==> config.mk <==
export PLATFORM = sky130hd
export DESIGN_NAME = sprite_motion_ctrl
export DESIGN_NICKNAME = d
export VERILOG_FILES = /design/src/rtl/sprite_pkg.sv /design/src/rtl/sprite_axis_step.sv /design/src/rtl/sprite_motion_ctrl.sv
export SDC_FILE = /design/constraint.sdc
export NUM_CORES = 1
export LEC_CHECK = 0
export ABC_AREA = 1
export BUFFER_PORTS_ARGS = -buffer_cell sky130_fd_sc_hd__buf_2
export CORE_ASPECT_RATIO = 0.7
export CORE_UTILIZATION = 37
export CTS_BUF_LIST = sky130_fd_sc_hd__clkbuf_2 sky130_fd_sc_hd__clkbuf_4 sky130_fd_sc_hd__clkbuf_8
export DETAILED_ROUTE_END_ITERATION = 7
export PLACE_DENSITY_LB_ADDON = 0.12
export SLEW_MARGIN = 0
export SYNTH_ARGS = -nofsm -noshare
export SYNTH_HDL_FRONTEND = slang
export SYNTH_SLANG_ARGS = --single-unit
==> constraint.sdc <==
create_clock -name clock -period 4.55 [get_ports clock]
set_clock_uncertainty 0.15 [all_clocks]
set_input_delay 0.455 -clock clock [delete_from_list [all_inputs] [get_ports clock]]
set_output_delay 0.455 -clock clock [all_outputs]
set_load 0.02 [all_outputs]
==> src/rtl/sprite_pkg.sv <==
// Shared types and constants for the sprite motion controller and its axis stepper.
package sprite_pkg;

    typedef enum logic [1:0] {
        IDLE  = 2'd0,
        RUN   = 2'd1,
        PAUSE = 2'd2
    } state_t;

    localparam int SCREEN_W = 480;
    localparam int SCREEN_H = 272;

    // One extra bit of headroom so pos + step can never wrap before the limit compare.
    typedef logic [9:0] coord_ext_t;

    localparam logic DIR_POS = 1'b0;
    localparam logic DIR_NEG = 1'b1;

endpackage

==> src/rtl/sprite_axis_step.sv <==
// Combinational single-axis step with clamp-and-bounce at 0 and at limit.
module sprite_axis_step (
    input  logic [8:0] pos,
    input  logic       dir,
    input  logic [2:0] step,
    input  logic [8:0] limit,
    output logic [8:0] pos_next,
    output logic       dir_next,
    output logic       hit
);
    import sprite_pkg::*;

    coord_ext_t pos_ext;
    coord_ext_t step_ext;
    coord_ext_t limit_ext;

    assign pos_ext   = coord_ext_t'(pos);
    assign step_ext  = coord_ext_t'(step);
    assign limit_ext = coord_ext_t'(limit);

    always_comb begin
        pos_next = pos;
        dir_next = dir;
        hit      = 1'b0;
        if (dir == DIR_POS) begin
            if (pos_ext + step_ext >= limit_ext) begin
                pos_next = limit;
                dir_next = DIR_NEG;
                hit      = 1'b1;
            end else begin
                pos_next = pos + {6'd0, step};
            end
        end else begin
            // Reaching exactly zero also counts as a bounce.
            if (pos_ext <= step_ext) begin
                pos_next = 9'd0;
                dir_next = DIR_POS;
                hit      = 1'b1;
            end else begin
                pos_next = pos - {6'd0, step};
            end
        end
    end

endmodule

==> src/rtl/sprite_motion_ctrl.sv <==
// Frame-rate sprite motion controller: run/pause/restart FSM, key-driven speed,
// per-pulse bounce motion on both axes and a saturating bounce counter.
module sprite_motion_ctrl #(
    parameter int SCREEN_W = sprite_pkg::SCREEN_W,
    parameter int SCREEN_H = sprite_pkg::SCREEN_H,
    parameter int SPRITE_W = 50,
    parameter int SPRITE_H = 100,
    parameter int START_X  = 100,
    parameter int START_Y  = 100,
    parameter int STEP_MAX = 7
) (
    input  logic       clock,
    input  logic       reset,
    input  logic       pulse,
    input  logic       key_start,
    input  logic       key_pause,
    input  logic       key_faster,
    input  logic       key_slower,
    output logic [8:0] sprite_x,
    output logic [8:0] sprite_y,
    output logic [2:0] speed,
    output logic [1:0] state,
    output logic [7:0] bounce_cnt,
    output logic       running
);
    import sprite_pkg::*;

    localparam logic [8:0] MAX_X   = 9'(SCREEN_W - SPRITE_W);
    localparam logic [8:0] MAX_Y   = 9'(SCREEN_H - SPRITE_H);
    localparam logic [8:0] START_X9 = 9'(START_X);
    localparam logic [8:0] START_Y9 = 9'(START_Y);
    localparam logic [2:0] STEP_MAX3 = 3'(STEP_MAX);

    state_t     state_reg, state_next;
    logic [8:0] x_reg, x_next, y_reg, y_next;
    logic       dx_reg, dx_next, dy_reg, dy_next;
    logic [2:0] speed_reg, speed_next;
    logic [7:0] bounce_reg, bounce_next;
    logic       running_reg;
    logic [3:0] key_prev_reg;

    logic [3:0] keys;
    logic [3:0] key_ev;
    logic       start_ev, pause_ev, faster_ev, slower_ev;

    logic [8:0] x_step, y_step;
    logic       dx_step, dy_step, hit_x, hit_y;

    assign keys      = {key_slower, key_faster, key_pause, key_start};
    assign key_ev    = keys & ~key_prev_reg;
    assign start_ev  = key_ev[0];
    assign pause_ev  = key_ev[1];
    assign faster_ev = key_ev[2];
    assign slower_ev = key_ev[3];

    sprite_axis_step u_axis_x (
        .pos      (x_reg),
        .dir      (dx_reg),
        .step     (speed_reg),
        .limit    (MAX_X),
        .pos_next (x_step),
        .dir_next (dx_step),
        .hit      (hit_x)
    );

    sprite_axis_step u_axis_y (
        .pos      (y_reg),
        .dir      (dy_reg),
        .step     (speed_reg),
        .limit    (MAX_Y),
        .pos_next (y_step),
        .dir_next (dy_step),
        .hit      (hit_y)
    );

    always_comb begin
        state_next  = state_reg;
        x_next      = x_reg;
        y_next      = y_reg;
        dx_next     = dx_reg;
        dy_next     = dy_reg;
        bounce_next = bounce_reg;
        speed_next  = speed_reg;

        // Opposing speed keys in the same cycle cancel out.
        if (faster_ev && !slower_ev && speed_reg < STEP_MAX3) begin
            speed_next = speed_reg + 3'd1;
        end else if (slower_ev && !faster_ev && speed_reg > 3'd1) begin
            speed_next = speed_reg - 3'd1;
        end

        case (state_reg)
            IDLE: begin
                if (start_ev) begin
                    state_next = RUN;
                end
            end
            RUN, PAUSE: begin
                if (start_ev) begin
                    state_next  = IDLE;
                    x_next      = START_X9;
                    y_next      = START_Y9;
                    dx_next     = DIR_POS;
                    dy_next     = DIR_POS;
                    bounce_next = 8'd0;
                end else if (pause_ev) begin
                    state_next = (state_reg == RUN) ? PAUSE : RUN;
                end else if (pulse && state_reg == RUN) begin
                    x_next  = x_step;
                    y_next  = y_step;
                    dx_next = dx_step;
                    dy_next = dy_step;
                    if ((hit_x || hit_y) && bounce_reg != 8'hFF) begin
                        bounce_next = bounce_reg + 8'd1;
                    end
                end
            end
            default: begin
                state_next = IDLE;
            end
        endcase
    end

    always_ff @(posedge clock) begin
        if (reset) begin
            state_reg    <= IDLE;
            x_reg        <= START_X9;
            y_reg        <= START_Y9;
            dx_reg       <= DIR_POS;
            dy_reg       <= DIR_POS;
            speed_reg    <= 3'd1;
            bounce_reg   <= 8'd0;
            running_reg  <= 1'b0;
            key_prev_reg <= 4'd0;
        end else begin
            state_reg    <= state_next;
            x_reg        <= x_next;
            y_reg        <= y_next;
            dx_reg       <= dx_next;
            dy_reg       <= dy_next;
            speed_reg    <= speed_next;
            bounce_reg   <= bounce_next;
            running_reg  <= (state_next == RUN);
            key_prev_reg <= keys;
        end
    end

    assign sprite_x   = x_reg;
    assign sprite_y   = y_reg;
    assign speed      = speed_reg;
    assign state      = state_reg;
    assign bounce_cnt = bounce_reg;
    assign running    = running_reg;

endmodule

* Yosys cells after proc, flatten, opt, wreduce, memory -nomap -nowiden
Cells that the tools add are included.
Word-level totals: register bits 38, bits of input ports 7, output and inout bits 32, logic and storage cells 86
Operators by class: add/sub/neg operators 9, order comparisons 6, eq/ne operators 5, muxes and demuxes 39, bitwise operators 2, reductions and logical operators 16
Operators with widths (count):
- 2-to-1 mux 9 bit | 12
- 2-to-1 mux 8 bit | 4
- adder 9 x 3 -> 10 bit | 2
- adder 9 x 3 -> 9 bit | 2
- <= comparator 9 x 3 -> 1 bit | 2
- subtractor 9 x 3 -> 9 bit | 2
- 2-to-1 mux 1 bit | 16
- greater-or-equal comparator 10 x 8 -> 1 bit, second input constant | 1
- greater-or-equal comparator 10 x 9 -> 1 bit, second input constant | 1
- adder 8 x 1 -> 8 bit, second input constant | 1
- 2-to-1 mux 2 bit | 4
- inequality test 8 bit, second input constant | 1
- logical AND 1 bit | 6
- 2-to-1 mux 3 bit | 2
- nonzero test 2 bit | 3
- bitwise AND 4 bit | 1
- == test 2 x 1 -> 1 bit, second input constant | 2
- inverter 4 bit | 1
- case mux 2 bit (2 select lines) | 1
- AND reduction 4 bit | 1
- adder 3 x 1 -> 3 bit, second input constant | 1
- > comparator 3 x 1 -> 1 bit, second input constant | 1
- < comparator 3 bit, second input constant | 1
- AND reduction 3 bit | 1
- 7 further kinds | 8

* Logic depth before layout (Yosys ltp)
word-level depth 10, gate-level depth with buffers 22, mapped depth without buffers 21

* Cells and area by module
A second synthesis with hierarchy kept.
Unflattened totals: cell total of the unflattened synthesis 593, area, all modules 3763.6 um2
By module, submodules not included:
- sprite_motion_ctrl | instances 1, cells an instance 242, area an instance 1767.9 um2, seq. area each 760.7 um2
- sprite_axis_step (u_axis_x) | instances 1, cells an instance 177, area an instance 1014.7 um2, seq. area each 0.0 um2
- sprite_axis_step (u_axis_y) | instances 1, cells an instance 174, area an instance 980.9 um2, seq. area each 0.0 um2

* Least setup slack after synthesis
No wires, ideal clock.
path kind register to register, start point reg speed_reg[1] (netlist: speed[1]), end point reg bounce_reg[0] (netlist: bounce_cnt[0]), library setup time 116 ps, data arrival time 2416 ps, required time 4284 ps, setup slack 1868 ps, cell stages (with the launch flop) 18, buffers on the path 0, period minus slack after synthesis 2682 ps, cells stage by stage dfxtp_1 > inv_1 > ha_1 > nor2_4 > nand2_2 > nand2_2 > nand2_2 > nor2_2 > xor2_1 > nand2_2 > nand2_4 > nand2_2 > nand2_2 > nand2_4 > nand2_8 > nand2_8 > nor2_1 > nor2_1
On the way: cells in the longest elaborated chain, start to end 8, elaborated cells between the ends (all ways) 16, classes of those cells 2 x add/sub; 4 x order compare; 6 x mux; 4 x reduce/logical
Ends and longest elaborated chain:
- start, declared | RTL line sprite_motion_ctrl.sv:37 | logic [2:0] speed_reg, speed_next;
- start signal, assigned | RTL line sprite_motion_ctrl.sv:141 | speed_reg <= speed_next;
- adder 9 x 3 -> 10 bit | RTL line sprite_axis_step.sv:26 | if (pos_ext + step_ext >= limit_ext) begin
- greater-or-equal comparator 10 x 9 -> 1 bit or greater-or-equal comparator 10 x 8 -> 1 bit (tied branches) | RTL line sprite_axis_step.sv:26
- 2-to-1 mux 1 bit | RTL line sprite_axis_step.sv:26
- 2-to-1 mux 1 bit | RTL line sprite_axis_step.sv:25 | if (dir == DIR_POS) begin
- logical OR 1 bit (*) | RTL line sprite_motion_ctrl.sv:113 | if ((hit_x || hit_y) && bounce_reg != 8'hFF) begin
- logical AND 1 bit (*) | RTL line sprite_motion_ctrl.sv:113
- nonzero test 2 bit (no source line) (*)
- AND reduction 4 bit (no source line) (*)
- end signal, assigned | RTL line sprite_motion_ctrl.sv:142 | bounce_reg <= bounce_next;
- end, declared | RTL line sprite_motion_ctrl.sv:38 | logic [7:0] bounce_reg, bounce_next;
Mark *: on every way between the ends. The rest lies on a longest branch, timed or not. A chain may end at the register's enable or synchronous reset.

* Worst setup path after layout
start point reg speed_reg[1] (netlist: speed[1]), end point reg bounce_reg[5] (netlist: bounce_cnt[5])
Same word-level chain as after synthesis.

==> flow_metrics.env <==
export IMPL_slew_headroom_pct=52.2
export IMPL_initial_core_util_pct=38.3
export IMPL_crit_type="flip-flop to flip-flop"
export IMPL_r2r_end="bounce_cnt[5]"
export IMPL_synth_area_top_cells="dfxtp_1, nand2_1, ha_1"
export IMPL_hold_depth=3
export IMPL_cts_setup_buffers=0
export IMPL_synth_seq_cells=38
export IMPL_io_pins=39
export IMPL_cts_hold_buf=0
export IMPL_synth_xor_area_share_pct=4.63
export IMPL_dp_hpwl_mm=6.07
export IMPL_start_kind="flip-flop"
export IMPL_drcViolationCount=0
export IMPL_cts_tree="done"
export IMPL_crit_required_ns=4.56
export IMPL_hp_class="primary input to flip-flop"
export IMPL_nNetsFinal=508
export IMPL_layout_drive_gt1_share_pct=19.4
export IMPL_seq_area_frac_synth_pct=25.2
export IMPL_rows=27
export IMPL_yosys_area_top_type="dfxtp_1"
export IMPL_antenna_found_initial=0
export IMPL_rrSetupSlack_ns=1.61
export IMPL_setup_viol=0
export IMPL_finalHoldViolations=0
export IMPL_synth_top_area_share_pct=25.2
export IMPL_synth_fa_ha_area_share_pct=10.1
export IMPL_post_route_min_period_ns=2.94
export IMPL_min_period_over_period_pct=64.6
export IMPL_worstHoldStart="key_start"
export IMPL_htreeDepth=2
export IMPL_grt_usage_pct=20.3
export IMPL_fmax_mhz=340
export IMPL_ys_flop_type="dfxtp_1"
export IMPL_grt_pass1_wl_mm=13.2
export IMPL_whs_ns=0.201
export IMPL_synth_area_per_cell_sq_um=6.78
export IMPL_switchingPower_uw=298
export IMPL_syn_area_sq_mm=0.00302
export IMPL_ys_async_sr_fraction_pct=0
export IMPL_synth_common_cells="nand2_1, inv_1, nor2_1"
export IMPL_yosysMostFrequentCell="nand2_1"
export IMPL_rsz0062_at_grt="no"
export IMPL_wire_per_inst_microns=13.8
export IMPL_fill_cells=830
export IMPL_synthSimpleGateAreaFrac_pct=35.3
export IMPL_leakagePower_nw=1.60
export IMPL_irDropWorstVdd_mv=0.165
export IMPL_synth_top_family_by_area="simple AND/OR/NAND/NOR gates"
export IMPL_synth_compound_area_share_pct=15.1
export IMPL_grt_start_max_net_pins=31
export IMPL_drv_cap=0
export IMPL_hold_end="key_prev_reg[0]"
export IMPL_path_max_fanout=10
export IMPL_cts_inserted_buffers=5
export IMPL_wl_mm=8.04
export IMPL_crit_arrival_ns=2.95
export IMPL_tns_ns=0
export IMPL_avgViaCountPerCell=5.03
export IMPL_first_pass_iters=5
export IMPL_combinationalPowerShare_pct=22.4
export IMPL_routabilityCongestion=0.927
export IMPL_die_x_microns=110
export IMPL_die_h_microns=77.6
export IMPL_r2r_start="speed[1]"
export IMPL_drtIter0Drc=259
export IMPL_path_clk_slew_ns=0.09
export IMPL_cts_resized=0
export IMPL_pwr_density_cell_mw_per_mm2=274
export IMPL_detail_route_antenna_nets=0
export IMPL_ctsRootBufferMaster="clkbuf_8"
export IMPL_insertion_delay_ns=0.31
export IMPL_syn_to_final_growth_pct=12.9
export IMPL_cts_path_max_buffers=2
export IMPL_swShare_pct=31.8
export IMPL_maxSlewViolCount=0
export IMPL_power_frac_clock_pct=38.5
export IMPL_seq_power_share_pct=39.1
export IMPL_core_area_sq_mm=0.00791
export IMPL_worst_pin_slew_ns=0.717
export IMPL_yosysWarnings=0
export IMPL_critPathMaxStageDelay_ns=0.57
export IMPL_die_area_sq_mm=0.00854
export IMPL_grt_pass1_vias=2560
export IMPL_cts_sinks=38
export IMPL_synth_distinct_cells=44
export IMPL_netlist_instances=446
export IMPL_cp_end_kind="flip-flop"
export IMPL_p_int_uw=639
export IMPL_muxShareOfSynthArea_pct=0
export IMPL_antenna_cells=0
export IMPL_worstPathCellList="inv_1 > ha_1 > nor2_4 > nand2_2 > a21oi_1 > nand2_1 > nand2_1 > nand2_1 > nand2_1 > nand2_2 > nand2_4 > nand2_2 > nand2_2 > nand2_4 > nand2_8 > nand2_8 > nand2_2 > a21oi_2"
export IMPL_synth_enable_flop_cells=0
export IMPL_reg2regPathDepth=18
export IMPL_syn_nets=475
export IMPL_portBuffers=38
export IMPL_status="finished clean"
export IMPL_crit_top_cell="nand2_2"
export IMPL_grt_overflow=0
export IMPL_critical_path_slowest_cell="dfxtp_1"
export IMPL_vias=2921
cell usage in the layout (no fill, tap or decap), types with 5 or more instances in the layout:
cell / instances
a21oi_1: 28
a21oi_2: 6
a31oi_1: 5
buf_2: 38
clkbuf_8: 5
dfxtp_1: 38
ha_1: 18
inv_1: 48
inv_2: 5
nand2_1: 103
nand2_2: 19
nand3_1: 32
nand4_1: 7
nor2_1: 45
o21ai_0: 15
o22ai_1: 5
xor2_1: 15
worst max path at each step:
stage / cells past startpoint / end / start
floorplan: 17 / bounce_cnt[0] / speed[1]
global placement: 17 / bounce_cnt[1] / speed[1]
detailed placement: 18 / bounce_cnt[2] / speed[1]
CTS: 18 / bounce_cnt[4] / speed[1]
global route: 17 / bounce_cnt[5] / speed[1]
finish: 18 / bounce_cnt[5] / speed[1]
power by group through the flow:
| stage | logic, mW | registers, mW | clock network [mW] |
|---|---|---|---|
| after floorplan | 0.151 | 0.381 | 0 |
| after global placement | 0.212 | 0.374 | 0 |
| after detailed placement | 0.209 | 0.374 | 0 |
| after CTS | 0.211 | 0.367 | 0.368 |
| after global routing | 0.238 | 0.370 | 0.382 |
| final | 0.210 | 0.366 | 0.360 |
worst max-delay path: cells and delay by family (launching register included):
family / cells / cell delay, ns
buffers and inverters: 1 / 0.23
flip-flops: 1 / 0.57
adder cells (fa/ha/maj): 1 / 0.37
AO/OA/AOI/OAI: 2 / 0.31
AND/OR/NAND/NOR: 14 / 1.18
cell families after synthesis:
family,count (synthesis)
and+or+nand+nor,226
xor gates and xnor gates,16
buffers and inverters,70
DFF,38
adders and majority gates,22
AOI/OAI and AO/OA,74
through the flow:
step | util [%] | worst slack (ns) | instances | cell area (sq um) | total power [mW]
finish | 43.2 | 1.61 | 581 | 3410 | 0.936
global route | 43.2 | 1.32 | 581 | 3410 | 0.990
CTS | 43.2 | 1.58 | 581 | 3410 | 0.945
detailed placement | 41.4 | 1.61 | 573 | 3280 | 0.584
global placement | 41.4 | 1.62 | 573 | 3280 | 0.586
floorplan | - | 1.87 | 446 | 3020 | 0.532
cell type report:
class / count / area (sq um) / area share (%)
sequential: 38 / 761 / 22.3
multi-input combinational: 338 / 1970 / 57.7
clock buffer: 5 / 68.8 / 2.02
tap: 101 / 126 / 3.70
clock inverter: 3 / 68.8 / 2.02
inverter: 56 / 213 / 6.23
timing repair buffer: 40 / 205 / 6.01
routing by layer:
metal / part of all wire [%] / vias to the layer above / routed length, microns / global-route usage (%)
li1: - / 1512 / - / -
met1: 54 / 1300 / 4320 / 32.5
met2: 38 / 101 / 3020 / 26.5
met3: 7.8 / 8 / 627 / 4.45
met4: 0.91 / 0 / 73 / 4.80
met5: 0 / - / 0 / 0
Note: power is estimated with default switching activity, not from simulation.
